File: src/rtl/filter_pkg.sv
// Shared sample type, width constant and a log2 helper for the decimator slice.
package filter_pkg;

    localparam int SAMPLE_W = 8;

    typedef logic [SAMPLE_W-1:0] sample_t;

    // Ceiling log2, usable in constant expressions; clog2(1) == 0.
    function automatic int clog2(input int n);
        int r;
        int v;
        r = 0;
        v = 1;
        while (v < n) begin
            v = v << 1;
            r++;
        end
        return r;
    endfunction

endpackage

File: src/rtl/filter_decimator_if.sv
// Sample-in / FIFO-head-out handshake bundle between the filter, decimator and consumer.
interface filter_decimator_if
    import filter_pkg::*;
#(
    parameter int W = SAMPLE_W
);

    logic         in_valid;
    logic [W-1:0] in_data;
    logic         out_valid;
    logic         out_ready;
    logic [W-1:0] out_data;

    modport master (
        output in_valid,
        output in_data,
        output out_ready,
        input  out_valid,
        input  out_data
    );

    modport slave (
        input  in_valid,
        input  in_data,
        input  out_ready,
        output out_valid,
        output out_data
    );

endinterface

File: src/rtl/filter_dec_fifo.sv
// Register-array first-word-fall-through FIFO; head reads as zero when empty.
module filter_dec_fifo
    import filter_pkg::*;
#(
    parameter int W     = SAMPLE_W,
    parameter int DEPTH = 4
) (
    input  logic                     clk,
    input  logic                     rst,
    input  logic                     push,
    input  logic [W-1:0]             push_data,
    input  logic                     pop,
    output logic                     out_valid,
    output logic [W-1:0]             out_data,
    output logic [$clog2(DEPTH):0]   count,
    output logic                     full
);

    localparam int AW = clog2(DEPTH);

    logic [W-1:0]  mem [DEPTH];
    logic [AW-1:0] wr_ptr;
    logic [AW-1:0] rd_ptr;
    logic [AW:0]   cnt;
    logic          empty;
    logic          do_push;
    logic          do_pop;

    assign empty   = (cnt == '0);
    assign full    = (cnt == (AW+1)'(DEPTH));
    assign do_pop  = pop & ~empty;
    // A pop in the same cycle frees the slot the push lands in.
    assign do_push = push & (~full | do_pop);

    always_ff @(posedge clk) begin
        if (rst) begin
            wr_ptr <= '0;
            rd_ptr <= '0;
            cnt    <= '0;
        end else begin
            if (do_push) wr_ptr <= wr_ptr + 1'b1;
            if (do_pop)  rd_ptr <= rd_ptr + 1'b1;
            case ({do_push, do_pop})
                2'b10:   cnt <= cnt + 1'b1;
                2'b01:   cnt <= cnt - 1'b1;
                default: cnt <= cnt;
            endcase
        end
    end

    always_ff @(posedge clk) begin
        if (do_push) mem[wr_ptr] <= push_data;
    end

    assign out_valid = ~empty;
    assign out_data  = empty ? '0 : mem[rd_ptr];
    assign count     = cnt;

endmodule

File: src/rtl/filter_decimator.sv
// Decimate-by-RATIO stage feeding a small FIFO with a sticky overflow flag.
// FILTER_DEC_AVG_EN selects group averaging; otherwise the last sample of each group is kept.
module filter_decimator
    import filter_pkg::*;
#(
    parameter int W     = SAMPLE_W,
    parameter int RATIO = 2,
    parameter int DEPTH = 4
) (
    input  logic                   CLK,
    input  logic                   RST,
    filter_decimator_if.slave      bus,
    output logic [$clog2(DEPTH):0] count,
    output logic                   overflow
);

    localparam int SH   = clog2(RATIO);
    localparam int PH_W = (SH > 0) ? SH : 1;

    logic [PH_W-1:0] phase_p0;
    logic            last_p0;
    logic            grp_done;
    logic [W-1:0]    dec_data;
    logic            pop;
    logic            full;

    assign last_p0  = (phase_p0 == PH_W'(RATIO - 1));
    assign grp_done = bus.in_valid & last_p0;
    assign pop      = bus.out_valid & bus.out_ready;

    always_ff @(posedge CLK) begin
        if (RST) begin
            phase_p0 <= '0;
        end else if (bus.in_valid) begin
            phase_p0 <= last_p0 ? '0 : phase_p0 + 1'b1;
        end
    end

`ifdef FILTER_DEC_AVG_EN
    logic [W+SH-1:0] acc_p0;
    logic [W+SH-1:0] sum;

    function automatic logic [W-1:0] avg_trunc(input logic [W+SH-1:0] s);
        return W'(s >> SH);
    endfunction

    // Group start discards the previous total so the accumulator reloads with in_data.
    always_comb begin
        sum = ((phase_p0 == '0) ? '0 : acc_p0) + (W+SH)'(bus.in_data);
    end

    always_ff @(posedge CLK) begin
        if (RST) begin
            acc_p0 <= '0;
        end else if (bus.in_valid) begin
            acc_p0 <= sum;
        end
    end

    assign dec_data = avg_trunc(sum);
`else
    assign dec_data = bus.in_data;
`endif

    always_ff @(posedge CLK) begin
        if (RST) begin
            overflow <= 1'b0;
        end else if (grp_done & full & ~pop) begin
            overflow <= 1'b1;
        end
    end

    // ---- decimated sample -> FIFO ----
    filter_dec_fifo #(
        .W     (W),
        .DEPTH (DEPTH)
    ) u_fifo (
        .clk       (CLK),
        .rst       (RST),
        .push      (grp_done),
        .push_data (dec_data),
        .pop       (bus.out_ready),
        .out_valid (bus.out_valid),
        .out_data  (bus.out_data),
        .count     (count),
        .full      (full)
    );

endmodule

File: src/flat_wrapper.sv
// flat-port wrapper written by rule: the top's interface ports become plain ports
module filter_decimator_flat import filter_pkg::*;
#(
    parameter int W     = SAMPLE_W,
    parameter int RATIO = 2,
    parameter int DEPTH = 4
)
  (CLK, RST, count, overflow, bus_in_valid, bus_in_data, bus_out_ready, bus_out_valid, bus_out_data);
  filter_decimator_if #(.W(W)) bus_i ();
  input  logic CLK;
  input  logic RST;
  output logic [$clog2(DEPTH):0] count;
  output logic overflow;
  input wire logic [$bits(bus_i.in_valid)-1:0] bus_in_valid;
  input wire logic [$bits(bus_i.in_data)-1:0] bus_in_data;
  input wire logic [$bits(bus_i.out_ready)-1:0] bus_out_ready;
  output wire logic [$bits(bus_i.out_valid)-1:0] bus_out_valid;
  output wire logic [$bits(bus_i.out_data)-1:0] bus_out_data;
  assign bus_i.in_valid = bus_in_valid;
  assign bus_i.in_data = bus_in_data;
  assign bus_i.out_ready = bus_out_ready;
  assign bus_out_valid = bus_i.out_valid;
  assign bus_out_data = bus_i.out_data;
  filter_decimator #(.W(W), .RATIO(RATIO), .DEPTH(DEPTH)) u_core (.CLK(CLK), .RST(RST), .bus(bus_i), .count(count), .overflow(overflow));
endmodule
File: config.mk
export PLATFORM = sky130hd
export DESIGN_NAME = filter_decimator_flat
export DESIGN_NICKNAME = d
export VERILOG_FILES = /design/src/rtl/filter_pkg.sv /design/src/rtl/filter_decimator_if.sv /design/src/rtl/filter_dec_fifo.sv /design/src/rtl/filter_decimator.sv /design/src/flat_wrapper.sv
export SDC_FILE = /design/constraint.sdc
export NUM_CORES = 1
export LEC_CHECK = 0
export ABC_AREA = 1
export CAP_MARGIN = 10
export CORE_MARGIN = 3
export CORE_UTILIZATION = 42
export CTS_BUF_LIST = sky130_fd_sc_hd__clkbuf_4 sky130_fd_sc_hd__clkbuf_8
export CTS_CLUSTER_SIZE = 20
export DETAILED_ROUTE_END_ITERATION = 12
export PLACE_DENSITY = 0.63
export RECOVER_POWER = 100
export SYNTH_ARGS = -nofsm -noshare
export SYNTH_HDL_FRONTEND = slang
export SYNTH_SLANG_ARGS = --single-unit
File: constraint.sdc
create_clock -name CLK -period 4.8 [get_ports CLK]
set_clock_uncertainty 0.2 [all_clocks]
set_input_delay 0.96 -clock CLK [delete_from_list [all_inputs] [get_ports CLK]]
set_output_delay 0.96 -clock CLK [all_outputs]
set_load 0.005 [all_outputs]
# After elaboration in Yosys (flattened, before gate mapping)
# Memory sizes are Yosys's and may differ from the RTL's. A register that Yosys moved wholly into a read port is not among the register bits.
# Cells that the tools add are included.
# totals
regBits	9
ram_bits	32
memories	1
# op_classes
n_addsub	5
n_eq_ne	3
mux	7
bitwise	9
reduce_logical	2
# memory_table
memory	words	word_bits	read_ports	rd_ports_with_merged_regs	write_ports	line_no	source
u_core.u_fifo.mem	4	8	1	1	1	filter_dec_fifo.sv:21	logic [W-1:0] mem [DEPTH];
# ops
op	count
8-bit two-way mux	1
3-bit case mux with 2 select lines	1
1-bit AND	5
2-bit by 1-bit adder with 2-bit output (second input constant)	2
2-bit two-way mux	2
3-bit by 1-bit adder with 3-bit output (second input constant)	1
3-bit == test (second input constant)	1
3-bit logical NOT	1
1-bit two-way mux	3
1-bit inverter	3
3-bit by 1-bit subtractor with 3-bit output (second input constant)	1
2-bit by 1-bit == test with 1-bit output (second input constant)	1
2-bit == test (second input constant)	1
2-bit nonzero test	1
1-bit adder (second input constant)	1
1-bit OR	1

# Longest topological paths before layout
# Gate-level depths: netlist of the first run.
# logic_depth
depth_word	7
depth_mapped	13
ltp_nobuf	13

# Hierarchy
# From an unflattened synthesis of the first run, not the netlist that was laid out.
# unflattened
cells_unflattened	180
area_unflattened_um2	1836.8
# by_module_without_submodules
mod	n_inst	cells_each	area_per_inst_um2
filter_dec_fifo	1	168	1756.7
filter_decimator	1	12	80.1

# Least setup slack after synthesis of the first run
# No wires, ideal clock.
# synth_timing
path_type	input to register
from	input port bus_out_ready
to	register u_core.u_fifo.cnt[2], in the netlist u_core.u_fifo.count[2]
t_arrival_ps	2185
t_required_ps	4487
path_slack_ps	2303
path_stages	12
path_buffers	0
path_cell_list	inv_1 > nand3_1 > nand2_1 > ha_1 > inv_1 > fa_1 > inv_1 > nand2_1 > nand3_1 > nand2_1 > nand2_1 > nor2_1
# synth_via
elab_chain_cells	5
elab_cells_between_ends	7
# synth_lines
item	line_no	source
start: declaration	flat_wrapper.sv:16	input wire logic [$bits(bus_i.out_ready)-1:0] bus_out_ready;
1-bit AND *	filter_dec_fifo.sv:31	assign do_pop = pop & ~empty;
1-bit OR	filter_dec_fifo.sv:33	assign do_push = push & (~full | do_pop);
1-bit AND	filter_dec_fifo.sv:33	
2-bit by 1-bit == test with 1-bit output / 2-bit == test (equally long branches)	filter_dec_fifo.sv:43	case ({do_push, do_pop})
3-bit case mux with 2 select lines / 2-bit nonzero test (equally long branches)	--	
end signal: assignment	filter_dec_fifo.sv:44	2'b10: cnt <= cnt + 1'b1;
end signal: assignment	filter_dec_fifo.sv:45	2'b01: cnt <= cnt - 1'b1;
end signal: assignment	filter_dec_fifo.sv:46	default: cnt <= cnt;
end: declaration	filter_dec_fifo.sv:24	logic [AW:0] cnt;
# Every way passes the cells marked *; elsewhere a longest branch is shown, timed or not.
# A chain may end at the register's enable or synchronous reset.

==> flow_summary.ini, run 1 <==
[critical_path]
cpPeakStageDelay_ps = 710
slowest_stage = dfxtp_1
r2r_end = u_core.u_fifo.count[2]$_SDFFE_PP0P_
path_buf_inv = 2
crit_end = bus_out_data[0]
required_ps = 3640
worst-setup-path-type = reg -> out
r2r-start = u_core.u_fifo.count[0]$_SDFFE_PP0P_
cp-end-kind = primary output
cp.arrival_ps = 2360
reg2regPathDepth = 12
worst_path_dominant_cell_family = buffers and inverters
regToRegSetupSlack_ps = 2650
cp_max_fo = 17
crit_chain = inv_1 > o21ai_0 > a21oi_1 > dlygate4sd3_1
cp-start-kind = flop
path_depth = 4

[synth]
synth_top_cells_by_count = 44 x nor2_1, 32 x edfxtp_1, 22 x inv_1
synth_area_sq_um = 1823
ys_top_cells_by_area = edfxtp_1 53%, dfxtp_1 12%, nor2_1 9.1%, inv_1 4.5%, a21oi_1 3.8%
synth_top_area_share_pct = 52.71
synth-warning-count = 0
seq_area_frac_synth_pct = 64.79
ys.flop_type = edfxtp_1
async_flop_share_pct = 0
ys_seq_elements = 43
synth_edf_count = 32
syn_inst = 176
yosysMostFrequentCell = nor2_1
syn_nets = 194
ys_types = 18
avgSynthCellArea_sq_um = 10.36
synth.largest_area_cell = edfxtp_1

[drt]
drcViolationCount = 0
vias = 1211
drt_iter0_drc = 51
vias_per_cell = 4.787
antenna_left = 0
routed_wl_um = 3400
drtPass1Iterations = 4
wl_per_cell_um = 13.44

[min_path]
hp-class = reg -> reg
hold_path_startpoint = u_core.overflow$_SDFFE_PP0P_

[cts]
cts_resized = 0
cts_setup_buffers = 0
htreeDepth = 2
clock-root-buffer = clkbuf_8
path_clk_slew_ps = 80
postCtsHoldBufs = 0
clkLatencyLatePin_ps = 280
numCtsBuffers = 5
cts_buffer_depth = 2
cts_num_sinks = 43
cts_tree = done

[sta]
fin_tns_setup_ps = 0
hold_viol_final = 0
finalMaxSlewViolations = 0
post-route-period-util_pct = 73.42
tightest_slew_ps = 814.3
clock.fmax_ghz = 0.2838
rsz0062_at_grt = no
maxSlewHeadroom_pct = 45.51
fin_ws_ps = 1276
setup_viol = 0
min_period_ps = 3524

[cells_and_area]
final_net_count = 221
diodes = 0
post-route-util_pct = 53.55
drive_gt1_share_pct = 3.941
syn_to_final_growth_pct = 20.04

[flow_run]
cap_violations = 0

[power_and_ir_drop]
powerDensity_nw_per_um2 = 455.3
max-vdd-ir-drop_mv = 0.2874
leakage_nw = 0.8451

[grt]
grt_pass1_vias = 1199
track_usage_pct = 14.27
grt_max_degree = 18
grt_overflow = 0
grt_first_pass_wirelength_um = 5623
antenna_found_initial = 0

[die]
fp.dieW_um = 71.88
die_area_sq_um = 5167
initial_core_util_pct = 44.61
io_pins = 25
core_area_sq_um = 4086
rows = 23
fp.dieH_um = 71.88

[place]
dp_hpwl_um = 2367
place_ws_ps = 1628
io_buffers = 24
place.gp.congestion = 0.8108

[outcome]
outcome = finished clean
[sequential cells by signal, summed over array words and instances, names as in the netlist, named ones only]
register and cells:
u_core.u_fifo.count 3, u_core.u_fifo.rd_ptr 2, u_core.u_fifo.wr_ptr 2, u_core.last_p0 1
u_core.u_fifo.mem 32, u_core.overflow 1
[placed cells by master (no fill, tap or decap)]
master           instances
nand4_1                  1
inv_1                   23
dfxtp_1                 11
clkbuf_4                 1
o21ai_1                  9
dlygate4sd3_1           21
bufinv_16                1
fa_1                     1
o21ai_0                 10
edfxtp_1                32
a21oi_1                 14
clkdlybuf4s50_1          3
nand3_1                  6
ha_1                     5
nor2_1                  44
nor2_2                   1
nand2_1                 15
clkbuf_8                 5
[metal layers]
| layer | part of all wire, % | vias to the layer above | GRT usage [%] |
|---|---|---|---|
| li1 | - | 634 | - |
| met1 | 43 | 551 | 16.93 |
| met2 | 53 | 24 | 25.31 |
| met3 | 3.7 | 2 | 4.067 |
| met4 | 0.38 | 0 | 3.758 |
| met5 | 0 | - | 0 |
[power by group]
part / leakage (nW) / switching, mW / internal (mW)
Clock: 0.0547 / 0.109 / 0.158
Combinational: 0.411 / 0.148 / 0.128
Sequential: 0.379 / 0.0313 / 0.422
[through the flow]
step	power (mW)	hold WS (ps)	cell area, sq um	instances
after floorplan	0.6206	240.5	1823	176
after global placement	0.7479	241.6	2085	246
after detailed placement	0.7593	246.8	2085	246
after CTS	1.029	257.5	2191	253
after global routing	1.062	287.8	2188	253
final	0.9963	249.2	2188	253
[worst min-delay path, stage by stage (launching register included)]
cell and delay [ps]:
dfxtp_1 310, inv_1 40, a21oi_1 50
[area by class of cell]
type / instances / area (sq um)
sequential: 43 / 1181
multi-input combinational: 106 / 511.7
clock inverter: 1 / 30.03
tap: 50 / 62.56
timing repair buffer: 24 / 240.2
inverter: 23 / 86.33
clock buffer: 6 / 76.32
fill: 364 / 1898
[how the worst min path moves through the flow]
stage / end / slack [ps] / depth (start not counted)
floorplan: u_core.overflow$_SDFFE_PP0P_ / 240 / 2
global placement: u_core.overflow$_SDFFE_PP0P_ / 240 / 2
detailed placement: u_core.overflow$_SDFFE_PP0P_ / 250 / 2
CTS: u_core.overflow$_SDFFE_PP0P_ / 260 / 2
global route: u_core.overflow$_SDFFE_PP0P_ / 290 / 2
finish: u_core.overflow$_SDFFE_PP0P_ / 250 / 2
[cells by family (layout without fill, tap and decap cells)]
family / after synthesis / in the layout / share of synthesized area (%)
simple gates: 67 / 67 / 14.62
flops: 43 / 43 / 64.79
compound gates: 33 / 33 / 9.060
buf+inv: 27 / 54 / 7.000
fa+ha+maj: 6 / 6 / 4.530
Note: power is estimated with default switching activity, not from simulation.
==> run 2, diff against run 1 <==
clock period = 3.3 ns   (was 4.8 ns; I/O delays follow)
==> run 2 against run 1 <==
Combinational power increased by 47%; flip-flop and latch count unchanged; worst hold slack gained 6.8 ps; sequential share of layout area is 0.092 points lower; wire length is 2.8% higher; clock power rose by 28%; critical path type unchanged; highest routed layer unchanged.
==> flow_summary.ini, run 2 (same netlist as run 1, synthesis figures left out) <==
[sta]
whs_ps = 256.0
fin_tns_setup_ps = 0
rsz0062_at_grt = no
finalMaxSlewViolations = 0
post-route-period-util_pct = 92.18
min_period_ps = 3042
hold_viol_final = 0
setup_viol = 0
clock.fmax_ghz = 0.3288
tightest_slew_ps = 638.8
maxSlewHeadroom_pct = 57.35

[cells_and_area]
final_area_sq_um = 2192
largest_reg_flops = 32
syn_to_final_growth_pct = 20.25
regMostFlops = u_core.u_fifo.mem
fillers = 369
final_common_cell = nor2_1
final_cell_mix = 44 x nor2_1, 32 x edfxtp_1, 22 x inv_1
drive_gt1_share_pct = 4.808
post-route-util_pct = 53.64
diodes = 0
final_net_count = 225

[cts]
cts_num_sinks = 43
cts_buffer_depth = 2
cts_resized = 0
cts_setup_buffers = 0
clock-root-buffer = clkbuf_8
numCtsBuffers = 5
clkLatencyLatePin_ps = 290
htreeDepth = 2
path_clk_slew_ps = 80
postCtsHoldBufs = 0
cts_tree = done

[critical_path]
cp.arrival_ps = 2180
cp_max_fo = 17
required_ps = 2440
worst-setup-path-type = reg -> out
cp-start-kind = flop
cp-end-kind = primary output

[grt]
grt-busiest-layer = met2
grt_overflow = 0
met3_usage_pct = 4.488
grt_pass1_vias = 1222
use_met2_pct = 25.31
met1_usage_pct = 18.19
grt_max_degree = 18
antenna_found_initial = 0
track_usage_pct = 15.16
grt_first_pass_wirelength_um = 5878

[die]
initial_core_util_pct = 44.61
fp.dieH_um = 71.88
fp.dieW_um = 71.88
rows = 23
die_area_sq_um = 5167
io_pins = 25
core_area_sq_um = 4086

[min_path]
hp-class = reg -> reg

[place]
dp_hpwl_um = 2473
io_buffers = 24
place.gp.congestion = 0.8328
dpl_cell_area_sq_um = 2115

[outcome]
outcome = finished clean

[drt]
wl_per_cell_um = 13.54
drcViolationCount = 0
vias = 1244
vias_per_cell = 4.822
routed_wl_um = 3494
drtPass1Iterations = 4
antenna_left = 0
drt_iter0_drc = 92

[power_and_ir_drop]
finalPower_mw = 1.410
leakage_nw = 0.8397
max-vdd-ir-drop_mv = 0.4493
powerDensity_nw_per_um2 = 643.2

[flow_run]
cap_violations = 0
==> run 2: cell types whose count changed in the layout (fill, tap and decap cells not counted), sizes merged <==
cell,delta
bufinv,-1
clkbuf,+5
clkinv,+1
clkdlybuf4s50,+3
dlygate4sd3,-3
==> run 2: final cells by class <==
type / instances / area (sq um) / area share [%]
clock buffer: 7 / 90.09 / 4.110
multi-input combinational: 106 / 511.7 / 23.34
inverter: 23 / 86.33 / 3.938
sequential: 43 / 1181 / 53.88
tap: 50 / 62.56 / 2.854
timing repair buffer: 28 / 255.2 / 11.64
clock inverter: 1 / 5.005 / 0.2283
==> run 2: critical path, stage by stage, from the launching register on <==
cell	delay (ps)
dfxtp_1	730
inv_2	270
o21ai_0	220
a21oi_1	80
dlygate4sd3_1	580
==> run 2: worst paths after layout <==
kind / from / end / slack, ps / depth (start not counted)
setup / recovery: flop / bus_out_data[1] / 260 / 4
hold / removal: u_core.overflow$_SDFFE_PP0P_ / u_core.overflow$_SDFFE_PP0P_ / 260 / 2
setup reg to reg: u_core.u_fifo.count[0]$_SDFFE_PP0P_ / u_core.u_fifo.count[2]$_SDFFE_PP0P_ / 1130 / 12
hold reg to reg: u_core.overflow$_SDFFE_PP0P_ / u_core.overflow$_SDFFE_PP0P_ / 260 / 2
==> run 2: stage by stage <==
step           std cells  setup slack [ps]
2_1_floorplan        176              1103
3_3_place_gp         250             494.3
3_5_place_dp         250             402.1
4_1_cts              258             297.9
5_1_grt              258             66.26
6_report             258             258.2
==> run 2: power breakdown <==
group	switching, mW	internal, mW	leakage (nW)
Sequential	0.0462	0.614	0.379
Clock	0.166	0.177	0.0517
Combinational	0.214	0.193	0.409
Total	0.426	0.984	0.840
==> run 2: routing by layer <==
layer	up-vias	share of wire, %	routed length (um)
met5	-	0	0
met4	0	0.97	34
met3	4	3.3	115
met2	23	51	1772
met1	572	45	1571
li1	645	-	-
==> run 3, diff against run 2 <==
SLEW_MARGIN = 20   (was not set)
==> results of run 3 <==
No change in the layout: final DEF, timing and power equal those of run 2.
==> RTL change: new RTL, flow settings as in run 2 <==
`DEPTH` is set to 4 in 3 places; all go to 8.
--- a/src/rtl/filter_dec_fifo.sv
+++ b/src/rtl/filter_dec_fifo.sv
@@ -5,3 +5,3 @@
     parameter int W     = SAMPLE_W,
-    parameter int DEPTH = 4
+    parameter int DEPTH = 8
 ) (
--- a/src/rtl/filter_decimator.sv
+++ b/src/rtl/filter_decimator.sv
@@ -7,3 +7,3 @@
     parameter int RATIO = 2,
-    parameter int DEPTH = 4
+    parameter int DEPTH = 8
 ) (
--- a/src/flat_wrapper.sv
+++ b/src/flat_wrapper.sv
@@ -5,3 +5,3 @@
     parameter int RATIO = 2,
-    parameter int DEPTH = 4
+    parameter int DEPTH = 8
 )
Ports: changed (resized count); port bits go from 25 to 26. No check against the original RTL was run, so the function may have changed too.
==> RTL change against run 2 <==
  * Synthesized area up 80%
  * Routed wire length grew 89%
  * Combinational power increased by 140%
  * Total power rose by 100%
  * Sequential share of layout area up 4.3 points
  * Highest routed layer unchanged
  * Sequential power is 80% higher
  * Via count increased by 77%
  * Global-route usage increased by 1.5 points
  * Final area rose by 74%
  * Worst setup slack got worse by 25 ps
  * Largest cell class unchanged
  * Sequential cell count is 36 higher
==> RTL change: results (changes against run 2) <==
[clock_tree]
cts_buffers=9  ; +4

[synthesis]
synthTopCellsByCount=nor2_1, edfxtp_1, o21ai_0, nand2_1, dfxtp_1
synthXorXnorAreaFrac_pct=0.267  ; +0.27 points
synthTopCellsByArea=edfxtp_1, dfxtp_1, nor2_1
syn_area_per_cell_um2=10.9  ; +5.2%
ys_types=26  ; +8
synthAdderAreaFrac_pct=1.14  ; -3.4 points

[placement]
pre_cts_slack_ps=428  ; +26.1 ps
dpl_cell_area_mm2=0.00368  ; +74%

[pwr]
p_leak_nw=1.36  ; +62%
internal_power_w=0.00190  ; +93%
peakVddDrop_v=0.000312  ; -31%
pg_comb_w=0.000995  ; +140%

[setup_path]
rrSetupSlack_ps=1090  ; -40 ps
cp_max_fo=14  ; -3
r2r-end=u_core.u_fifo.mem[0][6]

[timing]
hold_ws_ps=266  ; +10.1 ps
fin_crit_ps=3070  ; +24.6 ps
relSlewSlack_pct=53.5  ; -3.9 points

[route]
routed_wl_um=6610  ; +89%
vias=2196  ; +77%
wl_met2_um=3060  ; +72%
avgRoutedWirePerCell_um=15.0  ; +11%
wl_met1_um=3020  ; +92%
wl_met3_um=424  ; +270%

[final_layout]
nFillCells=701  ; +90%
final_nets=351  ; +56%

[worst_hold_path]
hold_start=u_core.u_fifo.rd_ptr[2]

[outcome]
outcome=finished, final reports clean

[RTL change: cell types whose count changed in the layout (fill, tap and decap cells not counted), moves of 8 or more]
cell and change:
a21oi_1 -8, a31oi_1 +8, edfxtp_1 +32, inv_1 -8, nand2_1 +10, nor2_1 +36
o21ai_0 +37
[RTL change: worst max-delay path, stage by stage (launching register included)]
cell,delay (ps)
dfxtp_1,440
buf_4,250
nor2_1,70
nor2_1,70
o21ai_0,90
o21ai_1,90
o21ai_0,110
a31oi_1,160
dlygate4sd3_1,580
[RTL change: area by class of cell]
type | instances | area, µm² | share of cell area [%]
clock buffer | 9 | 124 | 3.24
clock inverter | 7 | 62.6 | 1.64
inverter | 18 | 72.6 | 1.90
multi-input combinational | 192 | 910 | 23.8
sequential | 79 | 2220 | 58.2
tap | 99 | 124 | 3.24
timing repair buffer | 36 | 307 | 8.02
[RTL change: layer usage]
metal  global-route usage [%]  vias to the layer above
met5                        0                        -
met4                     5.42                        0
met3                     4.62                       12
met2                     26.1                       58
met1                     22.5                     1015
li1                         -                     1111
